[src/rtl/bloom_pkg.sv]
// -----------------------------------------------------------------------------
// bloom_pkg
//   Shared types and sizing helpers for the Bloom filter query controller.
//   - bq_state_t    : sequencer state encoding
//   - bq_cnt_width  : width of the hash index counter for a given hash count
//   - BQ_CNT_W      : counter width for the default configuration (12 hashes)
// -----------------------------------------------------------------------------
package bloom_pkg;

  typedef enum logic [2:0] {
    BQ_IDLE   = 3'd0,
    BQ_INSERT = 3'd1,
    BQ_LOOKUP = 3'd2,
    BQ_DRAIN  = 3'd3,
    BQ_CLEAR  = 3'd4,
    BQ_RESULT = 3'd5
  } bq_state_t;

  localparam int BQ_HASHES_CNT_DEF = 12;

  // The index counter has to reach HASHES_CNT itself ("all issued"), hence +1.
  localparam int BQ_CNT_W = $clog2(BQ_HASHES_CNT_DEF + 1);

  function automatic int bq_cnt_width(input int hashes_cnt);
    return $clog2(hashes_cnt + 1);
  endfunction

endpackage

[src/rtl/bloom_query_ctrl.sv]
// -----------------------------------------------------------------------------
// bloom_query_ctrl
//   Sequencer between the hasher output stream and a single-port Bloom bit RAM.
//   Each accepted string either sets HASHES_CNT bits (insert) or tests them
//   (lookup, stopping at the first zero bit). A latched clear request sweeps
//   the whole RAM to zero. One result per accepted string, in order, with the
//   string attached.
//
// Ports
//   clk_i, rst_i   clock, asynchronous active-high reset
//   hashes_i       hash set, hash k at [k*HASH_W +: HASH_W]
//   data_i         string travelling with the hashes
//   insert_i       1 = insert, 0 = lookup (sampled on accept)
//   valid_i        request valid
//   ready_o        request accepted when valid_i & ready_o
//   clear_i        single-cycle clear request, latched
//   busy_o         high in every state except IDLE
//   mem_addr_o     bit-RAM address
//   mem_rd_o       read strobe, mem_rdata_i valid one cycle later
//   mem_wr_o       write strobe
//   mem_wdata_o    write bit (1 insert, 0 clear)
//   mem_rdata_i    read data
//   match_o        lookup hit (always 0 for inserts)
//   is_insert_o    result belongs to an insert
//   data_o         string of this result
//   res_valid_o    result valid
//   res_ready_i    result consumer ready
//
// State  | meaning
// -------+-----------------------------------------------------------------
// IDLE   | waiting for a request or a pending clear (clear wins)
// INSERT | one write of 1 per hash
// LOOKUP | one read per hash, aborts on the first zero seen
// DRAIN  | no strobe; checks the read data of the final hash
// CLEAR  | writes 0 to every RAM address, 0 .. 2**HASH_W-1
// RESULT | result held on the outputs until res_ready_i
// -----------------------------------------------------------------------------
import bloom_pkg::*;

module bloom_query_ctrl #(
  parameter int BYTE_W     = 8,
  parameter int STR_SIZE   = 6,
  parameter int HASHES_CNT = 12,
  parameter int HASH_W     = 13
) (
  input  logic                         clk_i,
  input  logic                         rst_i,
  input  logic [HASHES_CNT*HASH_W-1:0] hashes_i,
  input  logic [STR_SIZE*BYTE_W-1:0]   data_i,
  input  logic                         insert_i,
  input  logic                         valid_i,
  output logic                         ready_o,
  input  logic                         clear_i,
  output logic                         busy_o,
  output logic [HASH_W-1:0]            mem_addr_o,
  output logic                         mem_rd_o,
  output logic                         mem_wr_o,
  output logic                         mem_wdata_o,
  input  logic                         mem_rdata_i,
  output logic                         match_o,
  output logic                         is_insert_o,
  output logic [STR_SIZE*BYTE_W-1:0]   data_o,
  output logic                         res_valid_o,
  input  logic                         res_ready_i
);

  localparam int CNT_W = bq_cnt_width(HASHES_CNT);
  localparam int HS_W  = HASHES_CNT * HASH_W;
  localparam int STR_W = STR_SIZE * BYTE_W;

  bq_state_t            state_q;
  logic [HS_W-1:0]      hash_sr_q;    // remaining hashes, next one in the low bits
  logic [CNT_W-1:0]     k_q;          // number of hashes already issued
  logic [HASH_W:0]      clr_cnt_q;    // one extra bit so the top address is reached
  logic [STR_W-1:0]     str_q;
  logic                 insert_q;
  logic                 clr_q;        // clear request latch
  logic                 rd_prev_q;    // a read was issued last cycle, data is on mem_rdata_i

  logic                 ready_q;
  logic                 busy_q;
  logic [HASH_W-1:0]    addr_q;
  logic                 rd_q;
  logic                 wr_q;
  logic                 wdata_q;
  logic                 match_q;
  logic                 is_insert_q;
  logic [STR_W-1:0]     data_q;
  logic                 res_valid_q;

  always_ff @(posedge clk_i or posedge rst_i) begin
    if (rst_i) begin
      state_q     <= BQ_IDLE;
      hash_sr_q   <= '0;
      k_q         <= '0;
      clr_cnt_q   <= '0;
      str_q       <= '0;
      insert_q    <= 1'b0;
      clr_q       <= 1'b0;
      rd_prev_q   <= 1'b0;
      ready_q     <= 1'b1;
      busy_q      <= 1'b0;
      addr_q      <= '0;
      rd_q        <= 1'b0;
      wr_q        <= 1'b0;
      wdata_q     <= 1'b0;
      match_q     <= 1'b0;
      is_insert_q <= 1'b0;
      data_q      <= '0;
      res_valid_q <= 1'b0;
    end else begin
      rd_prev_q <= rd_q;
      if (clear_i) begin
        clr_q <= 1'b1;
      end

      case (state_q)
        BQ_IDLE: begin
          if (clr_q) begin
            state_q   <= BQ_CLEAR;
            // A request arriving in the entry cycle must still be remembered.
            clr_q     <= clear_i;
            busy_q    <= 1'b1;
            ready_q   <= 1'b0;
            wr_q      <= 1'b1;
            wdata_q   <= 1'b0;
            addr_q    <= '0;
            clr_cnt_q <= (HASH_W+1)'(1);
          end else if (valid_i && ready_q) begin
            str_q     <= data_i;
            insert_q  <= insert_i;
            addr_q    <= hashes_i[HASH_W-1:0];
            hash_sr_q <= hashes_i >> HASH_W;
            k_q       <= CNT_W'(1);
            busy_q    <= 1'b1;
            ready_q   <= 1'b0;
            if (insert_i) begin
              state_q <= BQ_INSERT;
              wr_q    <= 1'b1;
              wdata_q <= 1'b1;
            end else begin
              state_q <= BQ_LOOKUP;
              rd_q    <= 1'b1;
            end
          end else begin
            ready_q <= ~clear_i;
          end
        end

        BQ_INSERT: begin
          if (k_q == CNT_W'(HASHES_CNT)) begin
            state_q     <= BQ_RESULT;
            wr_q        <= 1'b0;
            res_valid_q <= 1'b1;
            match_q     <= 1'b0;
            is_insert_q <= 1'b1;
            data_q      <= str_q;
          end else begin
            addr_q    <= hash_sr_q[HASH_W-1:0];
            hash_sr_q <= hash_sr_q >> HASH_W;
            k_q       <= k_q + CNT_W'(1);
          end
        end

        BQ_LOOKUP: begin
          // An early zero ends the lookup; the read already on the bus is left alone.
          if (rd_prev_q && !mem_rdata_i) begin
            state_q     <= BQ_RESULT;
            rd_q        <= 1'b0;
            res_valid_q <= 1'b1;
            match_q     <= 1'b0;
            is_insert_q <= 1'b0;
            data_q      <= str_q;
          end else if (k_q == CNT_W'(HASHES_CNT)) begin
            state_q <= BQ_DRAIN;
            rd_q    <= 1'b0;
          end else begin
            addr_q    <= hash_sr_q[HASH_W-1:0];
            hash_sr_q <= hash_sr_q >> HASH_W;
            k_q       <= k_q + CNT_W'(1);
          end
        end

        BQ_DRAIN: begin
          // Every earlier bit was 1, so the final bit alone decides the match.
          state_q     <= BQ_RESULT;
          res_valid_q <= 1'b1;
          match_q     <= mem_rdata_i;
          is_insert_q <= 1'b0;
          data_q      <= str_q;
        end

        BQ_RESULT: begin
          if (res_ready_i) begin
            state_q     <= BQ_IDLE;
            res_valid_q <= 1'b0;
            busy_q      <= 1'b0;
            ready_q     <= ~(clr_q | clear_i);
          end
        end

        BQ_CLEAR: begin
          if (clr_cnt_q[HASH_W]) begin
            state_q <= BQ_IDLE;
            wr_q    <= 1'b0;
            busy_q  <= 1'b0;
            ready_q <= ~(clr_q | clear_i);
          end else begin
            addr_q    <= clr_cnt_q[HASH_W-1:0];
            clr_cnt_q <= clr_cnt_q + (HASH_W+1)'(1);
          end
        end

        default: begin
          state_q <= BQ_IDLE;
          rd_q    <= 1'b0;
          wr_q    <= 1'b0;
          busy_q  <= 1'b0;
          ready_q <= 1'b0;
        end
      endcase
    end
  end

  assign ready_o     = ready_q;
  assign busy_o      = busy_q;
  assign mem_addr_o  = addr_q;
  assign mem_rd_o    = rd_q;
  assign mem_wr_o    = wr_q;
  assign mem_wdata_o = wdata_q;
  assign match_o     = match_q;
  assign is_insert_o = is_insert_q;
  assign data_o      = data_q;
  assign res_valid_o = res_valid_q;

endmodule
[config.mk]
export PLATFORM = sky130hd
export DESIGN_NAME = bloom_query_ctrl
export DESIGN_NICKNAME = d
export VERILOG_FILES = /design/src/rtl/bloom_pkg.sv /design/src/rtl/bloom_query_ctrl.sv
export SDC_FILE = /design/constraint.sdc
export NUM_CORES = 1
export LEC_CHECK = 0
export CAP_MARGIN = 10
export CORE_UTILIZATION = 53
export CTS_BUF_LIST = sky130_fd_sc_hd__clkbuf_2 sky130_fd_sc_hd__clkbuf_4 sky130_fd_sc_hd__clkbuf_8
export DETAILED_ROUTE_END_ITERATION = 8
export PLACE_DENSITY = 0.9
export REMOVE_ABC_BUFFERS = 1
export SYNTH_ARGS = -nofsm -noshare
export SYNTH_HDL_FRONTEND = slang
export SYNTH_SLANG_ARGS = --single-unit
[constraint.sdc]
create_clock -name clk_i -period 12.5 [get_ports clk_i]
set_input_delay 1.875 -clock clk_i [delete_from_list [all_inputs] [get_ports clk_i]]
set_output_delay 1.875 -clock clk_i [all_outputs]
set_load 0.02 [all_outputs]
==> flow_metrics.env <==
export IMPL_outcome="complete, no violations"
export IMPL_via_per_inst=5.42
export IMPL_clockBufferDepth=3
export IMPL_wl_mm=30.4
export IMPL_maxSlewViolCount=0
export IMPL_firstDrtPassIters=5
export IMPL_crit_family="buffers and inverters"
export IMPL_arrival_ns=5.40
export IMPL_ioPinCount=280
export IMPL_place_ws_ns=7.02
export IMPL_via_count=8892
export IMPL_ys_flop_type="dfrtp_1"
export IMPL_yosysTopAreaCellShare=0.545
export IMPL_end_kind="register"
export IMPL_p_sw_uw=1080
export IMPL_dieWidth_um=158
export IMPL_drc_errors=0
export IMPL_cts_tree="yes"
export IMPL_finalHoldViolCount=0
export IMPL_clockPowerShare=0.258
export IMPL_fin_crit_sh=0.398
export IMPL_yosys_top_cells_area="dfrtp_1 (54%), mux2_2 (24%), nand2_1 (4.8%), mux2_4 (4.1%), buf_2 (1.0%)"
export IMPL_core_um2=23700
export IMPL_ff2ff_path_depth=6
export IMPL_antenna_found_initial=4
export IMPL_cellInternalPower_uw=2440
export IMPL_hold_path_depth=0
export IMPL_htree_levels=2
export IMPL_crit_cells=7
export IMPL_slowest_stage="buf_4"
export IMPL_netlist_instances=1002
export IMPL_numCtsBuffers=48
export IMPL_final_antenna_net_count=0
export IMPL_syn_to_final_growth_pct=31.7
export IMPL_yosys_warnings=0
export IMPL_synth_cell_types=55
export IMPL_tightest_slew_ns=1.13
export IMPL_cts_resized=0
export IMPL_hp_class="register to register"
export IMPL_clkTransAtPathRegs_ns=0.06
export IMPL_port_buffers=279
export IMPL_finalSetupViolCount=0
export IMPL_cp_data_required_time_ns=12.92
export IMPL_cp_endpoint="hash_sr_q[111]$_DFFE_PP0P_"
export IMPL_power_density_nw_per_um2=206
export IMPL_r2r_start="state_q[1]$_DFFE_PP0P_"
export IMPL_final_common_cell="dfrtp_1"
export IMPL_mostFrequentLayoutCells="dfrtp_1 (282), clkdlybuf4s50_1 (279), mux2_2 (277)"
export IMPL_cp_num_buf_inv=3
export IMPL_grt_pass1_vias=9386
export IMPL_grt_pass1_wl_mm=48.4
export IMPL_peakVddDrop_v=0.000134
export IMPL_r2r_end="hash_sr_q[111]$_DFFE_PP0P_"
export IMPL_netSwitchingFraction=0.307
export IMPL_nFillCells=1649
export IMPL_synth_edf_count=0
export IMPL_slowest_delay_ns=0.91
export IMPL_yosysTopAreaCell="dfrtp_1"
export IMPL_path_cells="clkdlybuf4s50_1, nor2b_1, a22oi_1, o21ai_4, buf_4, buf_4, mux2_2"
export IMPL_clockRootBuffer="clkbuf_8"
export IMPL_grt_start_max_net_pins=134
export IMPL_critPathLaunch="mem_rdata_i"
export IMPL_gr_total_overflow=0
export IMPL_die_y_um=158
export IMPL_slew_headroom=0.247
export IMPL_ys_seq_area_frac=0.547
export IMPL_drtIter0Drc=557
export IMPL_gp_congestion=0.869
export IMPL_post_dp_hpwl_mm=20.1
export IMPL_cts_setup_buffers=0
export IMPL_power_frac_seq=0.414
export IMPL_finalSetupTns_ns=0
export IMPL_rsz0062_at_grt="false"
export IMPL_wl_per_cell_um=18.5
export IMPL_cp_start_kind="input pin"
export IMPL_r2r_slack_ns=8.73
export IMPL_fin_ws_ns=7.52
export IMPL_finClkSkew_ns=0.0127
export IMPL_fin_nets=1492
export IMPL_dieArea_um2=25100
export IMPL_syn_area_um2=12900
export IMPL_combPwrFrac=0.328
export IMPL_syn_avg_cell_area_um2=12.9
export IMPL_holdBufCountCts=0
export IMPL_rows=56
export IMPL_clock_sinks=283
export IMPL_initial_core_util=0.547
export IMPL_min_period_ns=4.98
export IMPL_path_class="input pin to register"
export IMPL_synthArstFlopShare=1.00
export IMPL_max_cap_violations=0
export IMPL_path_max_fanout=73
export IMPL_clock_latency_ns=0.55
export IMPL_cp_common_cell="buf_4"
export IMPL_drive_gt1_frac=0.324
export IMPL_max_freq_mhz=201
export IMPL_synth_seq_cells=283
export IMPL_grt_total_usage=0.248
export IMPL_p_leak_uw=0.00803
-- power groups by stage --
stage	clock (µW)	sequential, µW	combinational, µW
2_1_floorplan	0	1480	778
3_3_place_gp	0	1440	1110
3_5_place_dp	0	1460	1160
4_1_cts	929	1450	1160
5_1_grt	969	1500	1250
6_report	905	1460	1150
-- cell type report --
cell class | count | area (µm²) | area share
timing repair buffer | 289 | 2870 | 0.168
sequential | 283 | 7080 | 0.415
clock buffer | 79 | 981 | 0.0575
multi-input combinational | 647 | 5560 | 0.326
antenna | 4 | 10.0 | 0.000587
clock inverter | 11 | 110 | 0.00646
tap | 319 | 399 | 0.0234
inverter | 9 | 41.3 | 0.00242
-- cell families (layout without fill, tap and decap cells) --
family          after synthesis  count (layout)  synth area share
mux                         327             327             0.294
xor+xnor                      4               4           0.00271
flops                       283             283             0.547
other cells                   0               4                 0
fa+ha+maj                     3               3           0.00290
compound gates               86              86            0.0472
buf+inv                      72             388            0.0275
simple gates                227             227            0.0786
-- flip-flops by register name, summed over array words and instances (netlist names) --
register,count
data_o,48
mem_addr_o,13
clr_cnt_q,14
busy_o,1
match_o,1
hash_sr_q,143
res_valid_o,1
rd_prev_q,1
is_insert_o,1
state_q,3
ready_o,1
k_q,4
mem_wr_o,1
mem_rd_o,1
mem_wdata_o,1
clr_q,1
str_q,48
-- worst min-delay path by stage --
stage / startpoint / end / slack, ns
after floorplan: str_q[0]$_DFFE_PP0P_ / str_q[0]$_DFFE_PP0P_ / 0.44
after detailed placement: mem_rd_o$_DFFE_PP0P_ / rd_prev_q$_DFF_PP0_ / 0.40
after global placement: mem_rd_o$_DFFE_PP0P_ / rd_prev_q$_DFF_PP0_ / 0.40
after CTS: mem_rd_o$_DFFE_PP0P_ / rd_prev_q$_DFF_PP0_ / 0.44
after global routing: mem_rd_o$_DFFE_PP0P_ / rd_prev_q$_DFF_PP0_ / 0.45
final: mem_rd_o$_DFFE_PP0P_ / rd_prev_q$_DFF_PP0_ / 0.44
-- synth_stat cells (all sizes together), types with 2 or more instances --
library cell	instances
or3	2
a221o	12
nand4	6
and3	16
o21ai	20
ha	3
nor2b	5
mux2	323
dfrtp	282
a21o	2
nor3b	2
nor3	3
nor2	10
o31ai	3
inv	9
a31oi	3
o311ai	2
a21oi	16
xnor2	3
o41ai	2
o211ai	2
a22o	15
nand3	9
buf	35
mux2i	4
clkbuf	28
nor4	3
nand2	165
-- stage by stage --
step / cells / utilization / total power (µW) / hold slack [ns] / cell area (µm²)
2_1_floorplan: 939 / - / 2260 / 0.440 / 12600
3_3_place_gp: 1547 / 0.674 / 2550 / 0.401 / 16000
3_5_place_dp: 1547 / 0.674 / 2620 / 0.399 / 16000
4_1_cts: 1637 / 0.720 / 3550 / 0.437 / 17000
5_1_grt: 1639 / 0.720 / 3710 / 0.452 / 17100
6_report: 1641 / 0.720 / 3510 / 0.443 / 17100
-- layer usage --
metal | global-route usage | vias up | wire, µm
li1 | - | 4105 | -
met2 | 0.409 | 270 | 15100
met5 | 0 | - | 0
met1 | 0.302 | 4425 | 12100
met3 | 0.0607 | 92 | 1770
met4 | 0.128 | 0 | 1430
Power figures use the tool's default switching activity.
